**config.mk**
```make
export PLATFORM = sky130hd
export DESIGN_NAME = ysyx_210184_axi_burst_master_flat
export DESIGN_NICKNAME = d
export VERILOG_FILES = /design/src/rtl/ysyx_210184_axi_pkg.sv /design/src/rtl/ysyx_210184_axi_burst_master_if.sv /design/src/rtl/ysyx_210184_axi_arb.sv /design/src/rtl/ysyx_210184_axi_burst_master.sv /design/src/flat_wrapper.sv
export SDC_FILE = /design/constraint.sdc
export NUM_CORES = 1
export LEC_CHECK = 0
export BUFFER_PORTS_ARGS = -buffer_cell sky130_fd_sc_hd__buf_2
export CAP_MARGIN = 20
export CELL_PAD_IN_SITES_DETAIL_PLACEMENT = 0
export CELL_PAD_IN_SITES_GLOBAL_PLACEMENT = 1
export CORE_AREA = 2 2 239 241
export CTS_CLUSTER_DIAMETER = 40
export DETAILED_ROUTE_END_ITERATION = 8
export DIE_AREA = 0 0 241 243
export PLACE_DENSITY_LB_ADDON = 0.1
export REMOVE_ABC_BUFFERS = 1
export SLEW_MARGIN = 20
export SYNTH_ARGS = -nofsm -noshare
export SYNTH_HDL_FRONTEND = slang
export SYNTH_SLANG_ARGS = --single-unit
```
**constraint.sdc**
```tcl
create_clock -name clk -period 2.3 [get_ports clk]
set_clock_uncertainty 0.2 [all_clocks]
set_input_delay 0.345 -clock clk [delete_from_list [all_inputs] [get_ports clk]]
set_output_delay 0.345 -clock clk [all_outputs]
set_load 0.01 [all_outputs]
```
**src/rtl/ysyx_210184_axi_pkg.sv**
```systemverilog
// Shared definitions for the AXI burst master: FSM encoding, AXI field
// constants and the narrow (32-bit device) address decode.
package ysyx_210184_axi_pkg;

   typedef enum logic [2:0] {
      ST_IDLE,
      ST_ARB,
      ST_AR,
      ST_R,
      ST_AW_W,
      ST_B
   } state_e;

   localparam logic [1:0] RESP_OKAY  = 2'b00;
   localparam logic [1:0] BURST_INCR = 2'b01;
   localparam logic [2:0] SIZE_4B    = 3'b010;
   localparam logic [2:0] SIZE_8B    = 3'b011;

   // Device windows that only accept single 32-bit beats.
   function automatic logic is_narrow(input logic [63:0] addr);
      return (addr[63:13] == 51'h8000) || (addr[63:28] == 36'h3);
   endfunction

endpackage

```
**src/rtl/ysyx_210184_axi_burst_master_if.sv**
```systemverilog
// AXI4 master-side channel bundle (AW, W, B, AR, R) with master/slave views.
interface ysyx_210184_axi_burst_master_if #(
   parameter int unsigned ADDR_W = 64,
   parameter int unsigned DATA_W = 64,
   parameter int unsigned ID_W   = 4
);
   logic              aw_valid;
   logic              aw_ready;
   logic [ADDR_W-1:0] aw_addr;
   logic [ID_W-1:0]   aw_id;
   logic [7:0]        aw_len;
   logic [2:0]        aw_size;
   logic [1:0]        aw_burst;

   logic                w_valid;
   logic                w_ready;
   logic [DATA_W-1:0]   w_data;
   logic [DATA_W/8-1:0] w_strb;
   logic                w_last;

   logic            b_valid;
   logic            b_ready;
   logic [1:0]      b_resp;
   logic [ID_W-1:0] b_id;

   logic              ar_valid;
   logic              ar_ready;
   logic [ADDR_W-1:0] ar_addr;
   logic [ID_W-1:0]   ar_id;
   logic [7:0]        ar_len;
   logic [2:0]        ar_size;
   logic [1:0]        ar_burst;

   logic              r_valid;
   logic              r_ready;
   logic [1:0]        r_resp;
   logic [DATA_W-1:0] r_data;
   logic              r_last;
   logic [ID_W-1:0]   r_id;

   modport master (
      output aw_valid, aw_addr, aw_id, aw_len, aw_size, aw_burst,
      input  aw_ready,
      output w_valid, w_data, w_strb, w_last,
      input  w_ready,
      input  b_valid, b_resp, b_id,
      output b_ready,
      output ar_valid, ar_addr, ar_id, ar_len, ar_size, ar_burst,
      input  ar_ready,
      input  r_valid, r_resp, r_data, r_last, r_id,
      output r_ready
   );

   modport slave (
      input  aw_valid, aw_addr, aw_id, aw_len, aw_size, aw_burst,
      output aw_ready,
      input  w_valid, w_data, w_strb, w_last,
      output w_ready,
      output b_valid, b_resp, b_id,
      input  b_ready,
      input  ar_valid, ar_addr, ar_id, ar_len, ar_size, ar_burst,
      output ar_ready,
      output r_valid, r_resp, r_data, r_last, r_id,
      input  r_ready
   );
endinterface

```
**src/rtl/ysyx_210184_axi_arb.sv**
```systemverilog
// Post-reset hold-off counter plus fixed-priority (D over I) request arbiter.
module ysyx_210184_axi_arb #(
   parameter int unsigned RST_DELAY = 300
) (
   input  logic clk,
   input  logic rst,
   input  logic arb_en_i,
   input  logic i_valid_i,
   input  logic d_valid_i,
   output logic delay_done_o,
   output logic grant_i_o,
   output logic grant_d_o
);

   localparam int unsigned CNT_W = (RST_DELAY < 1) ? 1 : $clog2(RST_DELAY + 1);
   localparam logic [CNT_W-1:0] CNT_MAX = CNT_W'(RST_DELAY);

   logic [CNT_W-1:0] cnt_q;
   logic [CNT_W-1:0] cnt_d;

   always_comb begin
      cnt_d = cnt_q;
      if (cnt_q != CNT_MAX) begin
         cnt_d = cnt_q + 1'b1;
      end
   end

   always_ff @(posedge clk) begin
      if (rst) begin
         cnt_q <= '0;
      end else begin
         cnt_q <= cnt_d;
      end
   end

   assign delay_done_o = (cnt_q == CNT_MAX);
   assign grant_d_o    = arb_en_i & d_valid_i;
   assign grant_i_o    = arb_en_i & i_valid_i & ~d_valid_i;

endmodule

```
**src/rtl/ysyx_210184_axi_burst_master.sv**
```systemverilog
// Two-client (I read-only, D read/write) AXI4 master, one transaction in flight.
module ysyx_210184_axi_burst_master
   import ysyx_210184_axi_pkg::*;
#(
   parameter int unsigned DATA_W    = 64,
   parameter int unsigned ADDR_W    = 64,
   parameter int unsigned ID_W      = 4,
   parameter int unsigned RST_DELAY = 300
) (
   input  logic                clk,
   input  logic                rst,

   input  logic                i_req_valid,
   output logic                i_req_ready,
   input  logic [ADDR_W-1:0]   i_req_addr,
   input  logic [7:0]          i_req_len,

   input  logic                d_req_valid,
   output logic                d_req_ready,
   input  logic                d_req_we,
   input  logic [ADDR_W-1:0]   d_req_addr,
   input  logic [7:0]          d_req_len,
   input  logic [DATA_W-1:0]   d_req_wdata,
   input  logic [DATA_W/8-1:0] d_req_wstrb,

   output logic                rsp_valid,
   output logic                rsp_src,
   output logic [DATA_W-1:0]   rsp_data,
   output logic                rsp_last,
   output logic                rsp_err,
   output logic                wr_done,
   output logic                wr_err,

   ysyx_210184_axi_burst_master_if.master axi
);

   localparam int unsigned STRB_W = DATA_W / 8;
   localparam logic [ID_W-1:0] ID_I = '0;
   localparam logic [ID_W-1:0] ID_D = ID_W'(1);

   state_e state_q, state_d;

   logic              delay_done, grant_i, grant_d, arb_en;
   logic [ADDR_W-1:0] sel_addr;
   logic [7:0]        sel_len;
   logic              sel_narrow;
   logic [2:0]        sel_size;
   logic              aw_fin, w_fin;

   logic              arvalid_q, awvalid_q, wvalid_q, src_q;
   logic [ADDR_W-1:0] araddr_q, awaddr_q;
   logic [ID_W-1:0]   arid_q;
   logic [7:0]        arlen_q;
   logic [2:0]        arsize_q, awsize_q;
   logic [DATA_W-1:0] wdata_q;
   logic [STRB_W-1:0] wstrb_q;

   logic              rsp_valid_q, rsp_src_q, rsp_last_q, rsp_err_q;
   logic [DATA_W-1:0] rsp_data_q;
   logic              wr_done_q, wr_err_q;

   assign arb_en = (state_q == ST_ARB);

   ysyx_210184_axi_arb #(
      .RST_DELAY (RST_DELAY)
   ) u_arb (
      .clk          (clk),
      .rst          (rst),
      .arb_en_i     (arb_en),
      .i_valid_i    (i_req_valid),
      .d_valid_i    (d_req_valid),
      .delay_done_o (delay_done),
      .grant_i_o    (grant_i),
      .grant_d_o    (grant_d)
   );

   assign i_req_ready = grant_i;
   assign d_req_ready = grant_d;

   assign sel_addr   = grant_d ? d_req_addr : i_req_addr;
   assign sel_len    = grant_d ? d_req_len  : i_req_len;
   assign sel_narrow = is_narrow(64'(sel_addr));
   assign sel_size   = sel_narrow ? SIZE_4B : SIZE_8B;

   // A channel already handshaken earlier counts as finished.
   assign aw_fin = ~awvalid_q | axi.aw_ready;
   assign w_fin  = ~wvalid_q  | axi.w_ready;

   always_comb begin
      state_d = state_q;
      unique case (state_q)
         ST_IDLE: if (delay_done) state_d = ST_ARB;
         ST_ARB: begin
            if (grant_d && d_req_we)   state_d = ST_AW_W;
            else if (grant_d || grant_i) state_d = ST_AR;
         end
         ST_AR:   if (axi.ar_ready) state_d = ST_R;
         ST_R:    if (axi.r_valid && axi.r_last) state_d = ST_ARB;
         ST_AW_W: if (aw_fin && w_fin) state_d = ST_B;
         ST_B:    if (axi.b_valid) state_d = ST_ARB;
         default: state_d = ST_IDLE;
      endcase
   end

   always_ff @(posedge clk) begin
      if (rst) begin
         state_q <= ST_IDLE;
      end else begin
         state_q <= state_d;
      end
   end

   always_ff @(posedge clk) begin
      if (rst) begin
         arvalid_q   <= 1'b0;
         awvalid_q   <= 1'b0;
         wvalid_q    <= 1'b0;
         src_q       <= 1'b0;
         araddr_q    <= '0;
         awaddr_q    <= '0;
         arid_q      <= '0;
         arlen_q     <= '0;
         arsize_q    <= '0;
         awsize_q    <= '0;
         wdata_q     <= '0;
         wstrb_q     <= '0;
         rsp_valid_q <= 1'b0;
         rsp_src_q   <= 1'b0;
         rsp_data_q  <= '0;
         rsp_last_q  <= 1'b0;
         rsp_err_q   <= 1'b0;
         wr_done_q   <= 1'b0;
         wr_err_q    <= 1'b0;
      end else begin
         rsp_valid_q <= 1'b0;
         rsp_last_q  <= 1'b0;
         rsp_err_q   <= 1'b0;
         wr_done_q   <= 1'b0;
         wr_err_q    <= 1'b0;
         unique case (state_q)
            ST_ARB: begin
               if (grant_d && d_req_we) begin
                  src_q     <= 1'b1;
                  awvalid_q <= 1'b1;
                  wvalid_q  <= 1'b1;
                  awaddr_q  <= d_req_addr;
                  awsize_q  <= sel_size;
                  wdata_q   <= d_req_wdata;
                  wstrb_q   <= d_req_wstrb;
               end else if (grant_d || grant_i) begin
                  src_q     <= grant_d;
                  arvalid_q <= 1'b1;
                  araddr_q  <= sel_addr;
                  arid_q    <= grant_d ? ID_D : ID_I;
                  arsize_q  <= sel_size;
                  arlen_q   <= sel_narrow ? 8'd0 : sel_len;
               end
            end
            ST_AR: if (axi.ar_ready) arvalid_q <= 1'b0;
            ST_R: begin
               if (axi.r_valid) begin
                  rsp_valid_q <= 1'b1;
                  rsp_src_q   <= src_q;
                  rsp_data_q  <= axi.r_data;
                  rsp_last_q  <= axi.r_last;
                  rsp_err_q   <= (axi.r_resp != RESP_OKAY) || (axi.r_id != arid_q);
               end
            end
            ST_AW_W: begin
               if (axi.aw_ready) awvalid_q <= 1'b0;
               if (axi.w_ready)  wvalid_q  <= 1'b0;
            end
            ST_B: begin
               if (axi.b_valid) begin
                  wr_done_q <= 1'b1;
                  wr_err_q  <= (axi.b_resp != RESP_OKAY) || (axi.b_id != ID_D);
               end
            end
            default: ;
         endcase
      end
   end

   assign axi.ar_valid = arvalid_q;
   assign axi.ar_addr  = araddr_q;
   assign axi.ar_id    = arid_q;
   assign axi.ar_len   = arlen_q;
   assign axi.ar_size  = arsize_q;
   assign axi.ar_burst = BURST_INCR;
   assign axi.r_ready  = (state_q == ST_R);

   assign axi.aw_valid = awvalid_q;
   assign axi.aw_addr  = awaddr_q;
   assign axi.aw_id    = ID_D;
   assign axi.aw_len   = 8'd0;
   assign axi.aw_size  = awsize_q;
   assign axi.aw_burst = BURST_INCR;
   assign axi.w_valid  = wvalid_q;
   assign axi.w_data   = wdata_q;
   assign axi.w_strb   = wstrb_q;
   assign axi.w_last   = 1'b1;
   assign axi.b_ready  = (state_q == ST_B);

   assign rsp_valid = rsp_valid_q;
   assign rsp_src   = rsp_src_q;
   assign rsp_data  = rsp_data_q;
   assign rsp_last  = rsp_last_q;
   assign rsp_err   = rsp_err_q;
   assign wr_done   = wr_done_q;
   assign wr_err    = wr_err_q;

endmodule
```
**src/flat_wrapper.sv**
```systemverilog
// flat-port wrapper written by rule: the top's interface ports become plain ports
module ysyx_210184_axi_burst_master_flat import ysyx_210184_axi_pkg::*;
#(
   parameter int unsigned DATA_W    = 64,
   parameter int unsigned ADDR_W    = 64,
   parameter int unsigned ID_W      = 4,
   parameter int unsigned RST_DELAY = 300
)
  (clk, rst, i_req_valid, i_req_ready, i_req_addr, i_req_len, d_req_valid, d_req_ready, d_req_we, d_req_addr, d_req_len, d_req_wdata, d_req_wstrb, rsp_valid, rsp_src, rsp_data, rsp_last, rsp_err, wr_done, wr_err, axi_aw_valid, axi_aw_addr, axi_aw_id, axi_aw_len, axi_aw_size, axi_aw_burst, axi_aw_ready, axi_w_valid, axi_w_data, axi_w_strb, axi_w_last, axi_w_ready, axi_b_valid, axi_b_resp, axi_b_id, axi_b_ready, axi_ar_valid, axi_ar_addr, axi_ar_id, axi_ar_len, axi_ar_size, axi_ar_burst, axi_ar_ready, axi_r_valid, axi_r_resp, axi_r_data, axi_r_last, axi_r_id, axi_r_ready);
  ysyx_210184_axi_burst_master_if #(.ADDR_W(ADDR_W), .DATA_W(DATA_W), .ID_W(ID_W)) axi_i ();
  input  logic clk;
  input  logic rst;
  input  logic i_req_valid;
  output logic i_req_ready;
  input  logic [ADDR_W-1:0] i_req_addr;
  input  logic [7:0] i_req_len;
  input  logic d_req_valid;
  output logic d_req_ready;
  input  logic d_req_we;
  input  logic [ADDR_W-1:0] d_req_addr;
  input  logic [7:0] d_req_len;
  input  logic [DATA_W-1:0] d_req_wdata;
  input  logic [DATA_W/8-1:0] d_req_wstrb;
  output logic rsp_valid;
  output logic rsp_src;
  output logic [DATA_W-1:0] rsp_data;
  output logic rsp_last;
  output logic rsp_err;
  output logic wr_done;
  output logic wr_err;
  output wire logic [$bits(axi_i.aw_valid)-1:0] axi_aw_valid;
  output wire logic [$bits(axi_i.aw_addr)-1:0] axi_aw_addr;
  output wire logic [$bits(axi_i.aw_id)-1:0] axi_aw_id;
  output wire logic [$bits(axi_i.aw_len)-1:0] axi_aw_len;
  output wire logic [$bits(axi_i.aw_size)-1:0] axi_aw_size;
  output wire logic [$bits(axi_i.aw_burst)-1:0] axi_aw_burst;
  input wire logic [$bits(axi_i.aw_ready)-1:0] axi_aw_ready;
  output wire logic [$bits(axi_i.w_valid)-1:0] axi_w_valid;
  output wire logic [$bits(axi_i.w_data)-1:0] axi_w_data;
  output wire logic [$bits(axi_i.w_strb)-1:0] axi_w_strb;
  output wire logic [$bits(axi_i.w_last)-1:0] axi_w_last;
  input wire logic [$bits(axi_i.w_ready)-1:0] axi_w_ready;
  input wire logic [$bits(axi_i.b_valid)-1:0] axi_b_valid;
  input wire logic [$bits(axi_i.b_resp)-1:0] axi_b_resp;
  input wire logic [$bits(axi_i.b_id)-1:0] axi_b_id;
  output wire logic [$bits(axi_i.b_ready)-1:0] axi_b_ready;
  output wire logic [$bits(axi_i.ar_valid)-1:0] axi_ar_valid;
  output wire logic [$bits(axi_i.ar_addr)-1:0] axi_ar_addr;
  output wire logic [$bits(axi_i.ar_id)-1:0] axi_ar_id;
  output wire logic [$bits(axi_i.ar_len)-1:0] axi_ar_len;
  output wire logic [$bits(axi_i.ar_size)-1:0] axi_ar_size;
  output wire logic [$bits(axi_i.ar_burst)-1:0] axi_ar_burst;
  input wire logic [$bits(axi_i.ar_ready)-1:0] axi_ar_ready;
  input wire logic [$bits(axi_i.r_valid)-1:0] axi_r_valid;
  input wire logic [$bits(axi_i.r_resp)-1:0] axi_r_resp;
  input wire logic [$bits(axi_i.r_data)-1:0] axi_r_data;
  input wire logic [$bits(axi_i.r_last)-1:0] axi_r_last;
  input wire logic [$bits(axi_i.r_id)-1:0] axi_r_id;
  output wire logic [$bits(axi_i.r_ready)-1:0] axi_r_ready;
  assign axi_aw_valid = axi_i.aw_valid;
  assign axi_aw_addr = axi_i.aw_addr;
  assign axi_aw_id = axi_i.aw_id;
  assign axi_aw_len = axi_i.aw_len;
  assign axi_aw_size = axi_i.aw_size;
  assign axi_aw_burst = axi_i.aw_burst;
  assign axi_i.aw_ready = axi_aw_ready;
  assign axi_w_valid = axi_i.w_valid;
  assign axi_w_data = axi_i.w_data;
  assign axi_w_strb = axi_i.w_strb;
  assign axi_w_last = axi_i.w_last;
  assign axi_i.w_ready = axi_w_ready;
  assign axi_i.b_valid = axi_b_valid;
  assign axi_i.b_resp = axi_b_resp;
  assign axi_i.b_id = axi_b_id;
  assign axi_b_ready = axi_i.b_ready;
  assign axi_ar_valid = axi_i.ar_valid;
  assign axi_ar_addr = axi_i.ar_addr;
  assign axi_ar_id = axi_i.ar_id;
  assign axi_ar_len = axi_i.ar_len;
  assign axi_ar_size = axi_i.ar_size;
  assign axi_ar_burst = axi_i.ar_burst;
  assign axi_i.ar_ready = axi_ar_ready;
  assign axi_i.r_valid = axi_r_valid;
  assign axi_i.r_resp = axi_r_resp;
  assign axi_i.r_data = axi_r_data;
  assign axi_i.r_last = axi_r_last;
  assign axi_i.r_id = axi_r_id;
  assign axi_r_ready = axi_i.r_ready;
  ysyx_210184_axi_burst_master #(.DATA_W(DATA_W), .ADDR_W(ADDR_W), .ID_W(ID_W), .RST_DELAY(RST_DELAY)) u_core (.clk(clk), .rst(rst), .i_req_valid(i_req_valid), .i_req_ready(i_req_ready), .i_req_addr(i_req_addr), .i_req_len(i_req_len), .d_req_valid(d_req_valid), .d_req_ready(d_req_ready), .d_req_we(d_req_we), .d_req_addr(d_req_addr), .d_req_len(d_req_len), .d_req_wdata(d_req_wdata), .d_req_wstrb(d_req_wstrb), .rsp_valid(rsp_valid), .rsp_src(rsp_src), .rsp_data(rsp_data), .rsp_last(rsp_last), .rsp_err(rsp_err), .wr_done(wr_done), .wr_err(wr_err), .axi(axi_i));
endmodule
```
# After elaboration in Yosys (flattened, before gate mapping)
# Cells that the tools add are included.
# word_totals
reg_bits	304
out_inout_bits	312
# op_classes
n_reduce_logical	25
n_bitwise	13
n_eq_ne	22
addsub	1
muxes	26
# ops
cell	count
64-bit two-way mux	1
51-bit by 16-bit equality test with 1-bit output (second input constant)	1
36-bit by 2-bit equality test with 1-bit output (second input constant)	1
3-bit two-way mux	7
3-bit one-hot mux with 6 select lines	1
8-bit two-way mux	2
1-bit two-way mux	12
2-bit by 1-bit inequality test with 1-bit output (second input constant)	5
2-bit inequality test (second input constant)	5
2-bit nonzero test	5
9-bit by 1-bit adder with 9-bit output (second input constant)	1
9-bit equality test (second input constant)	1
9-bit inequality test (second input constant)	1
3-bit AND reduction	3
1-bit inverter	8
3-bit by 2-bit equality test with 1-bit output (second input constant)	2
3-bit equality test (second input constant)	2
1-bit one-hot mux with 2 select lines	3
2-bit AND reduction	3
6-bit AND reduction	1
3-bit OR reduction	2
1-bit logical OR	4
4-bit by 1-bit inequality test with 1-bit output (second input constant)	1
4-bit inequality test	1
other kinds (8)	14

# Depth between registers and ports, before layout
# Gate-level depths: netlist of run 1.
# logic_depth
ltp_word	7
depth_mapped	11
depth_no_buf	7

# Modules after synthesis
# A second synthesis of run 1 with hierarchy kept.
# unflattened
hier_cells	1402
hier_area_um2	11703.7
# modules_own_cells
module	cells_per_inst	area_each_um2	n_inst	seq_area_each_um2
ysyx_210184_axi_burst_master	1342	11200.7	1	5805.6
ysyx_210184_axi_arb	60	503.0	1	180.2

# Least setup slack after synthesis of run 1
# OpenSTA, ideal clock, no wires.
# synth_timing
kind	register to register
from	register, netlist name u_core.u_arb.cnt_q[0]
to	register u_core.araddr_q[54], in the netlist u_core.axi.ar_addr[54]
path_slack_ns	0.120
synth_period_minus_slack_ns	2.180
arrival_ns	1.889
setup_time_ns	0.091
stages_incl_launch_ff	11
required_ns	2.009
cell_sequence	dfxtp_1 > inv_1 > ha_1 > nand4_1 > nor4_2 > o2111a_1 > buf_2 > buf_4 > buf_4 > nor2_1 > a311oi_1
# synth_rtl
element	line_no	rtl
end signal, assigned	ysyx_210184_axi_burst_master.sv:153	araddr_q <= sel_addr;
end, declared	ysyx_210184_axi_burst_master.sv:51	logic [ADDR_W-1:0] araddr_q, awaddr_q;

# Worst setup path after layout of run 1
# layout_timing
from	input d_req_addr[35]
to	register u_core.arlen_q[0], in the netlist u_core.axi.ar_len[0]
# layout_via
elab_chain_len	4
# layout_lines
element	line_no	rtl
start, declared	flat_wrapper.sv:20	input logic [ADDR_W-1:0] d_req_addr;
64-bit two-way mux *	ysyx_210184_axi_burst_master.sv:80	assign sel_addr = grant_d ? d_req_addr : i_req_addr;
51-bit by 16-bit equality test with 1-bit output or 36-bit by 2-bit equality test with 1-bit output (tied branches)	ysyx_210184_axi_pkg.sv:21	return (addr[63:13] == 51'h8000) || (addr[63:28] == 36'h3);
1-bit logical OR *	ysyx_210184_axi_pkg.sv:21	
8-bit two-way mux *	ysyx_210184_axi_burst_master.sv:156	arlen_q <= sel_narrow ? 8'd0 : sel_len;
end signal, assigned	ysyx_210184_axi_burst_master.sv:156	
end, declared	ysyx_210184_axi_burst_master.sv:53	logic [7:0] arlen_q;
# Every way passes the cells marked *; elsewhere a longest branch is shown, timed or not.
# A chain may end at the register's enable or synchronous reset.

==> flow_metrics.tcl, run 1 <==
set metrics [dict create \
    synth_xor_area_share_pct 0.684 \
    finalCritPeriodShare_pct 100 \
    first_pass_iters 4 \
    synth_cell_types 47 \
    dp_hpwl_mm 39.8 \
    r2r-start "u_core.state_q[1]" \
    p_leak_nw 9.63 \
    finalCriticalPeriod_ns 2.30 \
    h-tree-depth 3 \
    grt_use_total_pct 18.2 \
    grt_max_degree 70 \
    violations "negative setup slack" \
    max_slew_margin_pct 55.6 \
    final_cell_mix "589 x buf_2, 538 x nand2_1, 296 x dfxtp_1" \
    setup_viol 3 \
    hold_start "axi_r_valid" \
    synth_edf_count 0 \
    cts_buffers 74 \
    cp.required_ns 2.54 \
    die_width_um 241 \
    die_y_um 243 \
    cts.sinks 299 \
    ys.flop_type "dfxtp_1" \
    synthAdderAreaFrac_pct 0.217 \
    status "complete, but fails checks" \
    gr-total-overflow 0 \
    rows 87 \
    via_count 13800 \
    min_path_type "input port to flop" \
    max_freq_mhz 434 \
    clk_pin_slew_ns 0.05 \
    dieArea_mm2 0.0586 \
    worst_slack_ns -0.00472 \
    worstPathArrival_ns 2.54 \
    avgRoutedWirePerCell_um 17.7 \
    powerDensity_mw_per_mm2 782 \
    clockBufferDepth 3 \
    final_cells 3241 \
    grt_first_pass_wirelength_mm 82.1 \
    insertion_delay_ns 0.57 \
    ios 615 \
    initial_core_util_pct 20.6 \
    synth_mux_area_share_pct 0.695 \
    rsz0062_at_grt "true" \
    stdcell_area_mm2 0.0220 \
    grt_pass1_vias 14100 \
    synth_compound_area_share_pct 16.1 \
    drive_gt1_share_pct 35.9 \
    yosysSeqAreaShare_pct 52.0 \
    end_kind "flop" \
    r2r_slack_ns 0.03 \
    total_power_mw 17.2 \
    drc_errors 0 \
    numPortBuffers 592 \
    vdd_drop_max_v 0.000556 \
    antenna_found_initial 4 \
    ys_seq_elements 299 \
    holdWs_ns 0.0728 \
    post-place-ws_ns -0.382 \
    postRouteAntennaNets 0 \
    yosys.area_share.simple_pct 24.7 \
    synth_top_family_by_area "simple AND/OR/NAND/NOR gates" \
    worstMarginPinSlew_ns 0.660 \
    core_area_mm2 0.0560 \
    gp_congestion 0.804 \
    maxCapViolCount 0 \
    slew_viol_final 0 \
    ctsRootBufferMaster "clkbuf_16" \
    cp-start-kind "input port" \
    fin_util_pct 39.4 \
    area_growth_pct 91.3 \
    hold_violations 0 \
    dp.cells 2795 \
    setup_tns_ns -0.0107 \
    synthCells 1460 \
    netlist_area_mm2 0.0115 \
    drt_iter0_drc 464 \
    final_common_cell "buf_2" \
    placed_area_mm2 0.0159 \
    via_per_inst 4.26 \
    final_nets 2733 \
    crit_path_max_fanout 10 \
    avgSynthCellArea_um2 7.89 \
    cts_tree "built" \
    synthArstFlopShare_pct 0 \
    critPathKind "input port to flop" \
    postRouteWirelength_mm 57.3 \
    worstSetupStartpoint "d_req_addr[35]" \
    yosysWarnings 0 \
]
-- sequential cells by signal, summed over array words and instances, names as in the netlist, 3 cells and up --
| register | count |
|---|---|
| u_core.axi.w_data | 64 |
| u_core.rsp_data | 64 |
| u_core.u_arb.cnt_q | 9 |
| u_core.axi.w_strb | 8 |
| u_core.axi.ar_addr | 64 |
| u_core.axi.aw_addr | 64 |
| u_core.axi.ar_len | 8 |
| u_core.state_q | 3 |
-- final timing paths --
kind,to,cells past startpoint
max,u_core.axi.ar_len[0],8
min,u_core.rsp_src,4
max reg2reg,u_core.axi.ar_len[0],7
min reg2reg,u_core.rsp_data[62],2
-- kinds of logic after synthesis --
| logic type | after synthesis |
|---|---|
| multiplexers | 8 |
| AO/OA/AOI/OAI | 299 |
| flip-flops | 299 |
| adder cells (fa/ha/maj) | 2 |
| AND/OR/NAND/NOR | 701 |
| other | 2 |
| XOR/XNOR | 9 |
| buffers and inverters | 140 |
-- final cells by class --
cell class | instances | area (µm²)
sequential | 299 | 5990
timing repair buffer | 1006 | 7250
antenna | 2 | 5.00
clock buffer | 92 | 2080
fill | 5953 | 33900
multi-input combinational | 1041 | 5200
inverter | 6 | 30.0
clock inverter | 39 | 542
tap | 756 | 946
-- critical path: stages --
cell	delay, ns
dlygate4sd3_1	0.54
buf_2	0.14
nor4_2	0.23
nand4_1	0.21
or3_4	0.44
a2111oi_4	0.36
buf_12	0.19
o41ai_1	0.08
-- where the power goes --
| part | total, mW | switching [mW] | leakage (nW) | internal, mW |
|---|---|---|---|---|
| clock | 11.0 | 3.31 | 1.30 | 7.72 |
| combinational | 0.997 | 0.398 | 5.92 | 0.599 |
| sequential | 5.21 | 0.00405 | 2.41 | 5.20 |
-- per-layer routing --
metal  share of wire [%]  vias up  wire length (µm)  global-route usage, %
li1                    -     6817                 -                      -
met1                  41     6465             23400                   20.5
met2                  48      442             27800                   31.7
met3                 8.0       93              4560                   6.53
met4                 2.6        4              1500                   5.86
met5               0.058        -                33                      0
-- synth_stat cells, types with 3 or more instances --
library cell	n	area (µm²)
nand2_1	540	2030
nand2b_1	3	18.8
buf_4	25	188
nor4b_1	3	26.3
nand3b_1	8	60.1
xor2_1	8	70.1
o41ai_1	8	70.1
a211oi_1	3	22.5
buf_1	4	15.0
nand4_1	4	25.0
buf_2	25	125
clkbuf_1	80	300
nor2_1	94	353
a311oi_1	67	587
nand3_1	8	40.0
a21oi_1	208	1040
nor3_1	4	20.0
inv_1	5	18.8
dfxtp_1	299	5990
or4_1	5	37.5
nor4_1	17	106
mux2i_1	8	80.1
and2_1	4	25.0
-- what timing repair did --
action | CTS | global route
gates resized for setup | 10 | 45
endpoints found under the setup margin | 11 | 71
setup buffers | 4 | 9
hold buffers | 292 | 0
pin swaps | 3 | 32
endpoints found under the hold margin | 291 | 0
gates cloned | 0 | 8
Note: power is estimated with default switching activity, not from simulation.
==> run 2, diff against run 1 <==
--- a/config.mk
+++ b/config.mk
@@ -5,14 +5,15 @@
 export SDC_FILE = /design/constraint.sdc
 export NUM_CORES = 1
 export LEC_CHECK = 0
+export ABC_AREA = 1
 export BUFFER_PORTS_ARGS = -buffer_cell sky130_fd_sc_hd__buf_2
 export CAP_MARGIN = 20
 export CELL_PAD_IN_SITES_DETAIL_PLACEMENT = 0
 export CELL_PAD_IN_SITES_GLOBAL_PLACEMENT = 1
-export CORE_AREA = 2 2 239 241
+export CORE_AREA = 2 2 241 243
 export CTS_CLUSTER_DIAMETER = 40
 export DETAILED_ROUTE_END_ITERATION = 8
-export DIE_AREA = 0 0 241 243
+export DIE_AREA = 0 0 243 245
 export PLACE_DENSITY_LB_ADDON = 0.1
 export REMOVE_ABC_BUFFERS = 1
 export SLEW_MARGIN = 20
==> run 2 against run 1 <==
- the flow now finishes without violations
- via count increased by 2.3%
- highest routed layer unchanged
- utilization fell by 0.27 points
- final cell count increased by 4.6%
==> flow_metrics.tcl, run 2 <==
set metrics [dict create \
    r2r-start "u_core.state_q[2]" \
    via_count 14100 \
    worstHoldPathCells 4 \
    final_common_cell "buf_2" \
    max_freq_mhz 444 \
    avgRoutedWirePerCell_um 17.7 \
    via_per_inst 4.17 \
    worstPathArrival_ns 2.48 \
    synth_top_cell_by_area "dfxtp_1" \
    dp.cells 2951 \
    yosysSeqAreaShare_pct 50.9 \
    slew_viol_final 0 \
    setup_viol 0 \
    vdd_drop_max_v 0.000523 \
    stdcell_area_mm2 0.0223 \
    hold_start "i_req_addr[54]" \
    gr-total-overflow 0 \
    yosysWarnings 0 \
    finalCriticalPeriod_ns 2.25 \
    cp_slowest_cell "dlygate4sd3_1" \
    path_buf_inv 6 \
    netlist_area_mm2 0.0118 \
    first_pass_iters 5 \
    critPathMaxStageDelay_ns 0.58 \
    crit_path_max_fanout 8 \
    avgSynthCellArea_um2 7.29 \
    min_path_type "input port to flop" \
    status "finished clean" \
    grt_max_degree 83 \
    initial_core_util_pct 20.6 \
    postRouteAntennaNets 0 \
    drt_iter0_drc 520 \
    insertion_delay_ns 0.58 \
    clockBufferDepth 3 \
    rows 88 \
    maxCapViolCount 0 \
    cp.required_ns 2.53 \
    placed_area_mm2 0.0161 \
    p_leak_nw 10.4 \
    synthTopCellsByCount "544 x nand2_1, 299 x dfxtp_1, 196 x nor2_1" \
    final_nets 2871 \
    finalCritPeriodShare_pct 97.9 \
    worstMarginPinSlew_ns 0.671 \
    drc_errors 0 \
    max_slew_margin_pct 54.8 \
    r2r_slack_ns 0.05 \
    ctsRootBufferMaster "clkbuf_16" \
    holdWs_ns 0.00877 \
    powerDensity_mw_per_mm2 964 \
    synthCells 1613 \
    grt_first_pass_wirelength_mm 84.5 \
    cts_tree "built" \
    cp_cell_sequence "inv_4, nand4_4, buf_12, buf_8, clkbuf_16, buf_12, nand2_1, nand2_1, dlygate4sd3_1, nand3_2, a21oi_1" \
    whs_endpoint "u_core.axi.ar_addr[54]" \
    dp_hpwl_mm 40.3 \
    ys_seq_elements 299 \
    ys.flop_type "dfxtp_1" \
    fin_util_pct 39.1 \
    synth_top_area_share_pct 50.9 \
    critPathKind "flop to flop" \
    clk_pin_slew_ns 0.05 \
    h-tree-depth 3 \
    hold_violations 0 \
    die_width_um 243 \
    ios 615 \
    synthArstFlopShare_pct 0 \
    postRouteWirelength_mm 60.0 \
    cts_buffers 72 \
    final_cell_mix "590 x buf_2, 517 x nand2_1, 296 x dfxtp_1" \
    cp-start-kind "flop" \
    crit_family "buffers and inverters" \
    area_growth_pct 89.8 \
    core_area_mm2 0.0570 \
    synth_cell_types 33 \
    rsz0062_at_grt "true" \
    yosysMostFrequentCell "nand2_1" \
    grt_use_total_pct 18.4 \
    antenna_found_initial 4 \
    numPortBuffers 592 \
    die_y_um 245 \
    final_cells 3389 \
    gp_congestion 0.782 \
    grt_pass1_vias 14200 \
    dieArea_mm2 0.0595 \
    synthTopCellsByArea "dfxtp_1 51%, nand2_1 17%, a21oi_1 8.2%, nor2_1 6.3%, o21ai_0 4.2%" \
    drive_gt1_share_pct 35.2 \
    r2r_end "u_core.axi.ar_len[0]" \
    ff2ff_path_depth 11 \
    end_kind "flop" \
    synth_edf_count 0 \
    total_power_mw 21.5 \
    cts.sinks 299 \
]
run 2: routing by layer:
layer / up-vias / wire length [µm] / global-route usage (%)
li1: 7116 / - / -
met1: 6531 / 25000 / 21.6
met2: 387 / 29800 / 32.0
met3: 100 / 3550 / 5.30
met4: 2 / 1620 / 6.19
met5: - / 7 / 0
run 2: worst register-to-register path, cell delays in order, from the launching register on:
cell,delay (ns)
dfxtp_2,0.33
inv_4,0.08
nand4_4,0.10
buf_12,0.17
buf_8,0.13
clkbuf_16,0.16
buf_12,0.13
nand2_1,0.05
nand2_1,0.04
dlygate4sd3_1,0.58
nand3_2,0.08
a21oi_1,0.05
run 2: through the flow:
| step | setup slack [ns] | TNS, ns |
|---|---|---|
| CTS | -0.0475 | -0.191 |
| global placement | -0.183 | -8.00 |
| finish | 0.0476 | 0 |
| detailed placement | -0.245 | -8.63 |
| global route | -0.0376 | -0.451 |
| floorplan | -4.83 | -1020.21 |
run 2: area by class of cell:
class | count | area, µm²
Multi-Input combinational cell | 1164 | 5310
Timing Repair Buffer | 990 | 7360
Antenna cell | 2 | 5.00
Fill cell | 6120 | 34700
Clock inverter | 40 | 510
Sequential cell | 299 | 5990
Clock buffer | 90 | 1980
Inverter | 39 | 191
Tap cell | 765 | 957
run 2: kinds of logic after synthesis:
| family | Yosys count | share of synthesized area [%] |
|---|---|---|
| compound gates | 329 | 14.5 |
| xor+xnor | 1 | 0.0745 |
| fa+ha+maj | 2 | 0.213 |
| buf+inv | 171 | 7.04 |
| flops | 299 | 50.9 |
| other cells | 2 | 0.0639 |
| simple gates | 809 | 27.1 |
run 2: worst max path at each step:
stage,endpoint,startpoint,cells after the start,slack [ns]
floorplan,u_core.axi.aw_size[0],u_core.state_q[1],6,-4.83
global placement,u_core.axi.aw_size[0],d_req_valid,13,-0.18
detailed placement,u_core.axi.ar_len[0],d_req_valid,11,-0.25
CTS,i_req_ready,u_core.state_q[0],7,-0.05
global route,u_core.axi.ar_len[6],u_core.state_q[2],16,-0.04
finish,u_core.axi.ar_len[0],u_core.state_q[2],11,0.05
run 2: what timing repair did:
action                                  4_1_cts  5_1_grt
hold buffers                                270        3
endpoints found under the setup margin      117      102
pin swaps                                     4       39
setup buffers                                 5       12
gates cloned                                  2       19
endpoints found under the hold margin       256        3
resized for setup                            29      101
run 2: where the power goes:
part / switching [mW] / leakage, nW / internal, mW
registers: 0.294 / 2.42 / 5.77
logic: 2.65 / 6.73 / 2.28
clock network: 3.30 / 1.20 / 7.21
